## src/rtl/seq_divider.sv

```systemverilog
// Sequential restoring divider: one quotient bit per cycle, MSB first.
// The quotient is also shown in decimal on active-low 7-segment digits.
module seq_divider #(
   parameter int N             = 4,
   parameter int DISPLAY_WIDTH = 2
) (
   input  logic                       clk,
   input  logic                       rst,
   input  logic                       start,
   input  logic [N-1:0]               m,
   input  logic [N-1:0]               q,
   output logic                       busy,
   output logic                       done,
   output logic [N-1:0]               quotient,
   output logic [N-1:0]               remainder,
   output logic                       divByZero,
   output logic [7*DISPLAY_WIDTH-1:0] displaySeg
);

   localparam int CW    = $clog2(N + 1);
   localparam int BCD_D = (N + 2) / 3;
   localparam int NDIG  = (BCD_D > DISPLAY_WIDTH) ? BCD_D : DISPLAY_WIDTH;

   function automatic longint unsigned pow10(input int n);
      longint unsigned p;
      p = 1;
      for (int i = 0; i < n; i++) p = p * 10;
      return p;
   endfunction

   localparam longint unsigned LIMIT = pow10(DISPLAY_WIDTH) - 1;

   typedef enum logic [1:0] {
      IDLE,
      CALC,
      DONE
   } state_t;

   state_t r_state;
   state_t w_next;

   logic [N:0]    r_rem;
   logic [N-1:0]  r_dvd;
   logic [N-1:0]  r_dvs;
   logic [CW-1:0] r_cnt;
   logic          r_zero;
   logic          r_done;
   logic [N-1:0]  r_quo;
   logic [N-1:0]  r_remo;
   logic          r_dbz;

   logic          w_busy;
   logic [N:0]    w_shift;
   logic [N:0]    w_diff;
   logic          w_ge;

   always_ff @(posedge clk) begin
      if (rst) r_state <= IDLE;
      else     r_state <= w_next;
   end

   always_comb begin
      w_next = r_state;
      w_busy = 1'b0;
      case (r_state)
         IDLE: begin
            if (start) w_next = (q == '0) ? DONE : CALC;
         end
         CALC: begin
            w_busy = 1'b1;
            if (r_cnt == CW'(1)) w_next = DONE;
         end
         DONE:    w_next = IDLE;
         default: w_next = IDLE;
      endcase
   end

   // Partial remainder is one bit wider so the shifted value never wraps.
   assign w_shift = (r_rem << 1) | {{N{1'b0}}, r_dvd[N-1]};
   assign w_ge    = (w_shift >= {1'b0, r_dvs});
   assign w_diff  = w_shift - {1'b0, r_dvs};

   always_ff @(posedge clk) begin
      if (rst) begin
         r_rem  <= '0;
         r_dvd  <= '0;
         r_dvs  <= '0;
         r_cnt  <= '0;
         r_zero <= 1'b0;
         r_done <= 1'b0;
         r_quo  <= '0;
         r_remo <= '0;
         r_dbz  <= 1'b0;
      end else begin
         r_done <= 1'b0;
         case (r_state)
            IDLE: begin
               if (start) begin
                  r_dvd  <= m;
                  r_dvs  <= q;
                  r_rem  <= '0;
                  r_cnt  <= CW'(N);
                  r_zero <= (q == '0);
               end
            end
            CALC: begin
               r_rem <= w_ge ? w_diff : w_shift;
               r_dvd <= {r_dvd[N-2:0], w_ge};
               r_cnt <= r_cnt - CW'(1);
            end
            DONE: begin
               r_done <= 1'b1;
               if (r_zero) begin
                  r_quo  <= '1;
                  r_remo <= r_dvd;
                  r_dbz  <= 1'b1;
               end else begin
                  r_quo  <= r_dvd;
                  r_remo <= r_rem[N-1:0];
                  r_dbz  <= 1'b0;
               end
            end
            default: ;
         endcase
      end
   end

   assign busy      = w_busy;
   assign done      = r_done;
   assign quotient  = r_quo;
   assign remainder = r_remo;
   assign divByZero = r_dbz;

   function automatic logic [6:0] seg7(input logic [3:0] d);
      case (d)
         4'd0:    return 7'b1000000;
         4'd1:    return 7'b1111001;
         4'd2:    return 7'b0100100;
         4'd3:    return 7'b0110000;
         4'd4:    return 7'b0011001;
         4'd5:    return 7'b0010010;
         4'd6:    return 7'b0000010;
         4'd7:    return 7'b1111000;
         4'd8:    return 7'b0000000;
         4'd9:    return 7'b0010000;
         default: return 7'b1111111;
      endcase
   endfunction

   logic [4*NDIG-1:0]          w_bcd;
   logic                       w_over;
   logic [7*DISPLAY_WIDTH-1:0] w_disp;

   // Double-dabble: add 3 to any digit >= 5 before each shift.
   always_comb begin
      w_bcd = '0;
      for (int i = N - 1; i >= 0; i--) begin
         for (int d = 0; d < NDIG; d++) begin
            if (w_bcd[4*d +: 4] >= 4'd5)
               w_bcd[4*d +: 4] = w_bcd[4*d +: 4] + 4'd3;
         end
         w_bcd = {w_bcd[4*NDIG-2:0], r_quo[i]};
      end
   end

   assign w_over = (64'(r_quo) > LIMIT);

   always_comb begin
      w_disp = '0;
      for (int d = 0; d < DISPLAY_WIDTH; d++) begin
         w_disp[7*d +: 7] = w_over ? 7'b0111111 : seg7(w_bcd[4*d +: 4]);
      end
   end

   assign displaySeg = w_disp;

endmodule

```

## config.mk

```make
export PLATFORM = sky130hd
export DESIGN_NAME = seq_divider
export DESIGN_NICKNAME = d
export VERILOG_FILES = /design/src/rtl/seq_divider.sv
export SDC_FILE = /design/constraint.sdc
export NUM_CORES = 1
export LEC_CHECK = 0
export CAP_MARGIN = 5
export CORE_MARGIN = 3
export CORE_UTILIZATION = 35
export DETAILED_ROUTE_END_ITERATION = 16
export SKIP_CTS_REPAIR_TIMING = 1
export SLEW_MARGIN = 25
export SYNTH_ARGS = -nofsm -noshare
export SYNTH_HDL_FRONTEND = slang
export SYNTH_SLANG_ARGS = --single-unit
```

## constraint.sdc

```tcl
create_clock -name clk -period 3.4 [get_ports clk]
set_clock_uncertainty 0.1 [all_clocks]
set_input_delay 1.02 -clock clk [delete_from_list [all_inputs] [get_ports clk]]
set_output_delay 1.02 -clock clk [all_outputs]
set_load 0.05 [all_outputs]
```

Word-level counts from Yosys, hierarchy flattened
Memories as Yosys holds them, arrays and structs flattened.
Cells that the tools add are included.
{"block": "word_totals", "register_bits": 28, "latch_bits": 0, "mem_bits_rw": 0, "rom_bits": 224, "input_bits": 11, "out_inout_bits": 25, "elab_cells": 46, "n_memories": 2}
{"block": "op_classes", "n_addsub": 3, "mul": 0, "n_div": 0, "magnitude_cmp": 2, "eq_ne": 5, "shift": 0, "n_mux": 17, "bitwise_logic": 1, "n_reduce_logical": 6}
{"memory": "(no name shown)", "depth": 16, "word_bits": 7, "rd": 1, "rd_ports_with_merged_regs": 0, "wr": 0, "line_no": "135", "rtl": "case (d)"}
{"memory": "(no name shown)", "depth": 16, "word_bits": 7, "rd": 1, "rd_ports_with_merged_regs": 0, "wr": 0, "line_no": "135"}
{"operator": "$mux W4", "n": 6}
{"operator": "$pmux W4 S2", "n": 2}
{"operator": "$mux W2", "n": 3}
{"operator": "$pmux W3 S2", "n": 1}
{"operator": "$reduce_and A2 Y1", "n": 3}
{"operator": "$ge A5 B4 Y1", "n": 1}
{"operator": "$or A5 B1 Y5", "n": 1}
{"operator": "$add A3 B2 Y4 const B", "n": 1}
{"operator": "$logic_not A4 Y1", "n": 1}
{"operator": "$ne A2 B2 Y1 const B", "n": 2}
{"operator": "$pmux W2 S2", "n": 1}
{"operator": "$sub A4 B4 Y4", "n": 1}
{"operator": "$eq A3 B1 Y1 const B", "n": 1}
{"operator": "$ge A3 B3 Y1 const B", "n": 1}
{"operator": "$mux W1", "n": 3}
{"operator": "$mux W3", "n": 1}
{"operator": "$sub A3 B1 Y3 const B", "n": 1}
{"operator": "$eq A2 B1 Y1 const B", "n": 1}
{"operator": "$eq A2 B2 Y1 const B", "n": 1}
{"operator": "$logic_not A2 Y1", "n": 1}
{"operator": "$reduce_bool A2 Y1", "n": 1}

Logic depth before layout (Yosys ltp)
{"block": "depth", "depth_word": 4, "depth_mapped": 7, "ltp_nobuf": 7}

Worst setup path before layout
Ideal clock, no wire load.
{"block": "synth_timing", "path_kind": "reg2out", "startpoint": "reg r_quo[2], in the netlist quotient[2]", "endpoint": "out displaySeg[4]", "arrival_ps": 2547, "required_time_ps": 2280, "slack_ps": -267, "path_stages_with_launch": 6, "path_buffers": 0, "cell_sequence": "dfxtp_1 -> inv_1 -> ha_1 -> nor3_2 -> o21ai_2 -> o21ai_0"}
{"block": "synth_between", "elab_chain_cells": 3, "word_cells_on_any_way": 4, "classes_between": "1 x add/sub; 1 x order compare; 1 x mux; 1 x memory"}
{"item": "start, declared", "line_no": "48", "rtl": "logic [N-1:0] r_quo;"}
{"item": "start signal, assigned", "line_no": "118", "rtl": "r_quo <= r_dvd;"}
{"item": "$add A3 B2 Y4 or $ge A3 B3 Y1 (tied branches)", "line_no": "160, 159"}
{"item": "$mux W4 *", "line_no": "159", "rtl": "if (w_bcd[4*d +: 4] >= 4'd5)"}
{"item": "$mem_v2 Z16 W7 *"}
{"item": "end, declared", "line_no": "17", "rtl": "output logic [7*DISPLAY_WIDTH-1:0] displaySeg"}
Every way passes the cells marked *; elsewhere a longest branch is shown, timed or not.

Worst setup path after layout
{"block": "layout_timing", "startpoint": "reg r_quo[1], in the netlist quotient[1]", "endpoint": "out displaySeg[3]"}
Same word-level chain as after synthesis.

==> flow_summary_export.csv <==
group,metric,value,unit
outcome,status,"completed",
timing,finalSetupViolCount,0,
die,initial_core_util,0.3691,
clock_tree,cts.sinks,28,
logic_synthesis,synth_area,0.001640,sq mm
final_layout,nets,250,
routing,post-route-drc-count,0,
flow_run,cap_violations,0,
routing,dr.pass1.iters,4,
timing,max_freq,0.3162,GHz
power_and_ir_drop,finalPower,0.8522,mW
final_layout,layout-drive-gt1-share,0.1310,
global_routing,grt_use_met2,0.2146,
logic_synthesis,synth_cell_types,44,
final_layout,area_growth,27.84,%
worst_setup_path,cp.required,2.28,ns
timing,tns,0,ns
placed_design,port_buffers,32,
global_routing,grtUsageTotal,0.1227,
timing,rsz0062_at_grt,"no",
global_routing,grt_pass1_wl,5464,um
routing,viasPerCell,4.943,
global_routing,use_met1,0.1557,
global_routing,busiest_layer,"met2",
clock_tree,cts.clk_slew.worst_paths,0.09,ns
clock_tree,tritoncts,"done",
logic_synthesis,synth_edf_count,0,
global_routing,first_global_vias,1267,
global_routing,antenna_found_initial,0,
logic_synthesis,synth_seq_area_share,0.3417,
timing,min_period_over_period,0.9302,
routing,post_drt_wl_per_cell,11.27,um
placed_design,gp_congestion,0.7920,
global_routing,grt_max_degree,19,
power_and_ir_drop,power_density,406.4,mW/mm^2
final_layout,mostFrequentLayoutCell,"nor2_1",
die,ios,36,
routing,num_vias,1389,
worst_setup_path,worstPathMaxFanout,7,
timing,finalCriticalPeriod,3.163,ns
die,num_rows,24,
logic_synthesis,synth_warnings,0,
clock_tree,root_buffer,"clkbuf_8",
worst_setup_path,critPathArrivalTime,2.04,ns
routing,dr.first_iter.drc_count,40,
clock_tree,cts_max_path_buffers,2,
final_layout,layout_common_cells,"nor2_1, dfxtp_1, clkdlybuf4s50_1",
worst_setup_path,critPathKind,"flop to primary output",
worst_setup_path,cpMaxStageDelayCell,"dfxtp_2",
die,dieArea,0.005544,sq mm
final_layout,fin_util,0.4718,
routing,antenna_left,0,
clock_tree,h-tree-depth,1,
logic_synthesis,syn_area_per_cell,8.041,sq um
worst_setup_path,crit_path_end_kind,"primary output",
timing,slew_headroom,0.6551,
timing,slew_violations,0,
placed_design,placed_cell_area,0.002033,sq mm
routing,drt_wl_total,3168,um
power_and_ir_drop,vdd_drop_max,0.1879,mV
timing,worst_pin_slew,0.5162,ns
logic_synthesis,ys_seq_elements,28,
die,dieHeight,74.46,um
clock_tree,cts-buffers-inserted,3,
final_layout,antenna_cells,0,
global_routing,gr-usage-met3,0.02297,
logic_synthesis,synth-main-ff-cell,"dfxtp_1",
die,die-width,74.46,um
min_path,hp-class,"flop to flop",
logic_synthesis,async_reset_ff_frac,0,
timing,finalHoldViolCount,0,
logic_synthesis,syn_inst,204,
worst_setup_path,worstSetupStartpointType,"flop",
clock_tree,clk_latency,0.28,ns
worst_setup_path,worstPathCellList,"inv_1 > ha_1 > a211o_4 > and3_1 > o21ai_2 > nand2_1 > buf_12",
placed_design,hpwl,2544,um
final_layout,design_area,0.002097,sq mm
die,core-area,0.004444,sq mm
global_routing,overflow,0,
power_and_ir_drop,leakagePower,0.8032,nW
worst_setup_path,slowest_delay,0.41,ns
-- layout make-up --
class / count / area (sq um)
inverters: 13 / 48.80
flip-flops and latches: 28 / 563.0
clock buffers: 4 / 55.05
well taps: 52 / 65.06
multi-input cells: 148 / 957.2
fillers: 442 / 2347
repair buffers: 36 / 407.9
-- worst max-delay path: cells and delay by family (launching register included) --
kind,cells,cell delay [ns]
compound gates,2,0.51
flops,1,0.41
fa+ha+maj,1,0.32
simple gates,2,0.29
buf+inv,2,0.23
-- cell families after synthesis --
family	Yosys count	synth area share
and+or+nand+nor	77	0.2136
AOI/OAI and AO/OA	49	0.2128
buffers and inverters	29	0.09077
DFF	28	0.3417
adders and majority gates	9	0.07323
muxes	9	0.05797
other	2	0.004578
xor gates and xnor gates	1	0.005340
-- worst paths after layout --
kind                                                from                     to  slack, ns  cells after the start
worst min register to register     r_cnt[1]$_SDFFE_PP0P_  r_cnt[1]$_SDFFE_PP0P_       0.40                      2
worst min-delay path               r_cnt[1]$_SDFFE_PP0P_  r_cnt[1]$_SDFFE_PP0P_       0.40                      2
worst max register to register     r_dvd[3]$_SDFFE_PP0P_  r_rem[1]$_SDFFE_PP0P_       1.63                      7
worst max-delay path            quotient[1]$_SDFFE_PP0P_          displaySeg[3]       0.24                      7
-- flip-flops by register name (all words and copies together) (netlist names) --
register / cells
done: 1
r_dvs: 4
r_rem: 4
r_dvd: 4
r_state: 2
quotient: 4
r_cnt: 3
remainder: 4
divByZero: 1
r_zero: 1
-- routing by layer --
layer / wire, um / up-vias
met1: 1450 / 612
li1: - / 744
met3: 156 / 3
met5: 0 / -
met4: 26 / 0
met2: 1535 / 30
-- stage by stage --
stage	setup slack (ns)	instances	hold slack, ns
2_1_floorplan	0.08377	205	0.3544
3_3_place_gp	0.5110	277	0.3664
3_5_place_dp	0.4538	277	0.3759
4_1_cts	0.1285	281	0.3987
5_1_grt	0.07459	281	0.4253
6_report	0.2375	281	0.3993
-- report_power, final --
part           switching (mW)  internal [mW]
clock                   0.103          0.104
combinational           0.149          0.114
sequential             0.0299          0.352
total                   0.282          0.570
-- synth_stat cells (all sizes together) (2+ instances only) --
library cell	number	area share
a211oi	12	0.055
a21oi	14	0.045
a22o	2	0.011
buf	12	0.052
clkbuf	4	0.0092
conb	2	0.0046
dfxtp	28	0.34
ha	8	0.061
inv	13	0.030
mux2i	8	0.049
nand2	9	0.021
nand2b	2	0.0076
nor2	46	0.11
nor2b	8	0.031
nor3	2	0.0092
nor4	2	0.0076
o21a	3	0.014
o21ai	8	0.029
Note: power is estimated with default switching activity, not from simulation.
